[config.mk]
export PLATFORM = sky130hd
export DESIGN_NAME = alu_issue
export DESIGN_NICKNAME = d
export VERILOG_FILES = /design/src/rtl/alu_issue.sv
export SDC_FILE = /design/constraint.sdc
export NUM_CORES = 1
export LEC_CHECK = 0
export ABC_AREA = 1
export BUFFER_PORTS_ARGS = -buffer_cell sky130_fd_sc_hd__buf_2
export CAP_MARGIN = 5
export CORE_MARGIN = 2
export CORE_UTILIZATION = 59
export DETAILED_ROUTE_END_ITERATION = 16
export HOLD_SLACK_MARGIN = 0.12
export PLACE_DENSITY = 0.85
export SLEW_MARGIN = 20
export SYNTH_ARGS = -nofsm -noshare
export SYNTH_HDL_FRONTEND = slang
export SYNTH_SLANG_ARGS = --single-unit
[constraint.sdc]
create_clock -name clk -period 4 [get_ports clk]
set_input_delay 1.2 -clock clk [delete_from_list [all_inputs] [get_ports clk]]
set_output_delay 1.2 -clock clk [all_outputs]
set_load 0.1 [all_outputs]
[src/rtl/alu_issue.sv]
// Three-phase ALU issue stage (IDLE -> ISSUE -> WB) around a 4 x 8-bit register file.
// Operands and opcode go to an external combinational ALU; its result is written back to the register file.
module alu_issue #(
   parameter bit R0_ZERO = 1'b0
) (
   input  logic       clk,
   input  logic       rst_n,
   input  logic       instr_valid,
   output logic       instr_ready,
   input  logic [1:0] instr_op,
   input  logic [1:0] instr_rd,
   input  logic [1:0] instr_rs1,
   input  logic [1:0] instr_rs2,
   input  logic       ld_en,
   input  logic [1:0] ld_addr,
   input  logic [7:0] ld_data,
   output logic [7:0] alu_a,
   output logic [7:0] alu_b,
   output logic [1:0] alu_ctrl,
   input  logic [7:0] alu_res,
   output logic       wb_valid,
   output logic [1:0] wb_rd,
   output logic [7:0] wb_data,
   output logic       wb_zero,
   input  logic [1:0] rd_addr,
   output logic [7:0] rd_data
);

   typedef enum logic [1:0] {IDLE, ISSUE, WB} state_t;

   state_t     state;
   logic [7:0] regs    [4];
   logic [7:0] rf_view [4];
   logic [7:0] result;
   logic [1:0] rd_hold;
   logic       ld_ok;
   logic       wb_ok;

   // Architectural view of the register file: r0 is hard-wired to zero when R0_ZERO is set.
   always_comb begin
      for (int unsigned i = 0; i < 4; i++) begin
         rf_view[i] = (R0_ZERO && i == 0) ? '0 : regs[i];
      end
   end

   assign ld_ok       = !(R0_ZERO && ld_addr == 2'd0);
   assign wb_ok       = !(R0_ZERO && wb_rd == 2'd0);
   assign instr_ready = (state == IDLE);
   assign rd_data     = rf_view[rd_addr];
   assign wb_data     = result;
   assign wb_zero     = (result == 8'h00);

   always_ff @(posedge clk) begin
      if (!rst_n) begin
         state    <= IDLE;
         for (int unsigned i = 0; i < 4; i++) begin
            regs[i] <= '0;
         end
         alu_a    <= '0;
         alu_b    <= '0;
         alu_ctrl <= '0;
         rd_hold  <= '0;
         result   <= '0;
         wb_rd    <= '0;
         wb_valid <= 1'b0;
      end else begin
         case (state)
            IDLE: begin
               // Operands sample rf_view before this edge, so a same-cycle load is not forwarded.
               if (ld_en && ld_ok) begin
                  regs[ld_addr] <= ld_data;
               end
               if (instr_valid) begin
                  alu_a    <= rf_view[instr_rs1];
                  alu_b    <= rf_view[instr_rs2];
                  alu_ctrl <= instr_op;
                  rd_hold  <= instr_rd;
                  state    <= ISSUE;
               end
            end
            ISSUE: begin
               result   <= alu_res;
               wb_rd    <= rd_hold;
               wb_valid <= 1'b1;
               state    <= WB;
            end
            WB: begin
               if (wb_ok) begin
                  regs[wb_rd] <= result;
               end
               wb_valid <= 1'b0;
               state    <= IDLE;
            end
            default: begin
               wb_valid <= 1'b0;
               state    <= IDLE;
            end
         endcase
      end
   end

endmodule

==> summary.txt <==
Synth
  • Mean post-synth cell area: 7.480 um^2
  • Share of the yosys chip area belonging to registers: 47.65%
  • Number of enable-type register cells in the synthesized netlist: 32
  • Synth Net Count: 487
  • Synth area leader: sky130_fd_sc_hd__edfxtp_1
  • Top cell type's share of synthesized area: 28.24%
  • Syn Inst Count: 455
  • Mapped Area: 3403 um^2
  • Number of register bits inferred by synthesis: 65
  • Main synth FF type: sky130_fd_sc_hd__dfxtp_1
  • Fraction of synthesis flops using an asynchronous set or reset pin: 0%
  • Distinct cell type count after synthesis: 25
  • Yosys warning count: 0
  • Top area cells in the synthesized netlist: sky130_fd_sc_hd__edfxtp_1, sky130_fd_sc_hd__dfxtp_1, sky130_fd_sc_hd__nand2_1

Setup path
  • Worst endpoint data arrival time: 2.44 ns
  • Maximum fanout along the worst path: 24
  • Worst Setup End Kind: output port
  • CP startpoint kind: input pin
  • Required time worst endpoint: 2.80 ns
  • Worst setup path class: in -> out

Clock network
  • Clock transition time at the flip-flop clock pins of the worst setup and hold paths: 0.08 ns
  • Total of hold buffers inserted after clock tree synthesis: 0
  • Clock latency of the later-clocked register in the worst-skew pair: 0.35 ns
  • CTS buffer count: 9
  • Number of instances resized during post-cts repair: 0
  • TritonCTS clock tree: yes
  • Depth of the CTS H-tree: 3
  • TritonCTS Sinks: 65
  • Deepest clock path buffer count: 2
  • Root buf cell: sky130_fd_sc_hd__clkbuf_8
  • Post-CTS setup buffers: 0

Route
  • Wire length per cell after detailed routing: 13.91 um
  • Antenna Violating Nets Remaining: 0
  • Initial DRC Count: 398
  • Number of vias per cell: 5.242
  • Overall via count from detail_route: 3098
  • Length of the first detailed-routing pass in iterations: 5
  • Remaining design rule violation count: 0
  • Aggregate routed wire length: 8223 um

Timing
  • Final critical path time including I/O delays and setup: 3.640 ns
  • Worst hold-check slack: 0.4798 ns
  • Post-Route Setup TNS: 0 ns
  • RSZ-0062 raised after global routing: false
  • Final worst slack: 0.3605 ns
  • Final setup fails: 0
  • Max Slew Vio Count: 0
  • Clock skew: 0.01164 ns
  • Maximum clock frequency: 274.8 MHz
  • Ratio of final minimum period to clock period: 90.99%
  • Transition time at the pin with the least slew margin: 0.7157 ns
  • Worst relative slew slack: 52.11%
  • Hold Vio Cnt, Final: 0

Finish
  • Layout Cells excl Fill: 591
  • Leading cell types in the layout, fill and taps excluded: sky130_fd_sc_hd__nand2_1, sky130_fd_sc_hd__nor2_1, sky130_fd_sc_hd__buf_2
  • Share of final-layout standard cells stronger than drive strength 1: 22.74%
  • # diodes: 0
  • Most common cell after layout, fill and taps aside: sky130_fd_sc_hd__nand2_1
  • Design Area, Final: 4116 um^2
  • Number of nets in the final layout: 546
  • Post-synthesis to final-layout area growth: 20.96%
  • Fraction of the core area covered by cells at the end of the flow: 74.30%

Placed design
  • Setup WS pre-CTS: 0.4012 ns
  • Detail Placement HPWL: 5914 um
  • Placed cell areas: 3884 um^2
  • Input/output buffers: 70
  • Total instance count after detailed placement: 575
  • Weighted congestion reported at the end of routability-driven placement: 0.8815

Floorplanning
  • Floorplan row count: 27
  • Core Area: 5540 um^2
  • Vertical extent of the die: 79.95 um
  • Starting Density: 61.43%
  • Area of the die: 6392 um^2
  • Number of top-level design ports: 71
  • Horizontal die dimension: 79.95 um

Global route
  • Total overflow reported by the global router: 0
  • Maximum number of pins on one net before global-route repair: 37
  • Vias in the first global route: 2779
  • Total Routing Usage GR: 26.62%
  • Wire length of the first global-routing pass: 13030 um
  • Antenna violations before repair: 0

Power
  • IR drop worst, VDD: 0.2640 mV
  • Power density over the cells: 482.4 nW/um^2
  • Standby leakage power: 1.967 nW
  • Post-layout total power: 1.986 mW

Status
  • Status: complete, no violations

Min path
  • Worst min-delay path category: reg -> reg

Flow run
  • Number of violations of the max-capacitance limit: 0
-- cell type report --
type,instances,area [um^2]
flip-flops and latches,65,1622
multi-input cells,302,1451
fillers,441,1424
repair buffers,70,470.5
inverters,66,250.2
clock buffers,9,123.9
clock inverters,7,108.9
well taps,72,90.09
-- layer usage --
| metal | up-vias | GRT usage, % | part of all wire [%] |
|---|---|---|---|
| met1 | 1405 | 35.29 | 43 |
| met5 | - | 0 | 0 |
| met2 | 112 | 43.75 | 50 |
| li1 | 1569 | - | - |
| met3 | 12 | 4.525 | 5.9 |
| met4 | 0 | 9.831 | 1.5 |
-- Yosys cell counts, drive strengths merged, types with 2 or more instances --
master,count
a21oi,26
buf,15
edfxtp,32
nor2,89
nand2,102
inv,66
nor4,2
nand3,40
dfxtp,33
nand4,2
o21ai,23
clkbuf,7
o211ai,16
-- cell families (layout without fill, tap and decap cells) --
group | after synthesis | in the layout | share of synthesized area, %
buffers and inverters | 88 | 152 | 10.59
AO/OA/AOI/OAI | 65 | 65 | 10.74
flip-flops | 65 | 65 | 47.65
AND/OR/NAND/NOR | 237 | 237 | 31.03
-- final timing paths --
path                                  start           to  slack (ns)  depth (start not counted)
worst max-delay path             rd_addr[0]   rd_data[5]        0.36                          6
worst min-delay path            alu_ctrl[0]  alu_ctrl[0]        0.48                          2
worst max register to register     state[1]   regs[3][4]        1.82                          6
worst min register to register  alu_ctrl[0]  alu_ctrl[0]        0.48                          2
-- critical path, stage by stage --
cell and delay, ns:
sky130_fd_sc_hd__buf_2 0.16, sky130_fd_sc_hd__inv_1 0.46, sky130_fd_sc_hd__o21ai_0 0.19, sky130_fd_sc_hd__a21oi_1 0.18, sky130_fd_sc_hd__a21oi_2 0.07, sky130_fd_sc_hd__buf_12 0.17
-- flip-flops by register name (all words and copies together) (netlist names) --
name,cells
rd_hold,2
alu_a,8
regs,32
wb_valid,1
alu_b,8
wb_data,8
alu_ctrl,2
wb_rd,2
state,2
-- report_power, final --
part	internal [mW]	switching (mW)	total, mW
Clock	0.407	0.253	0.660
Sequential	0.750	0.0309	0.781
Combinational	0.121	0.423	0.544
Total	1.28	0.707	1.99
Note: power is estimated with default switching activity, not from simulation.
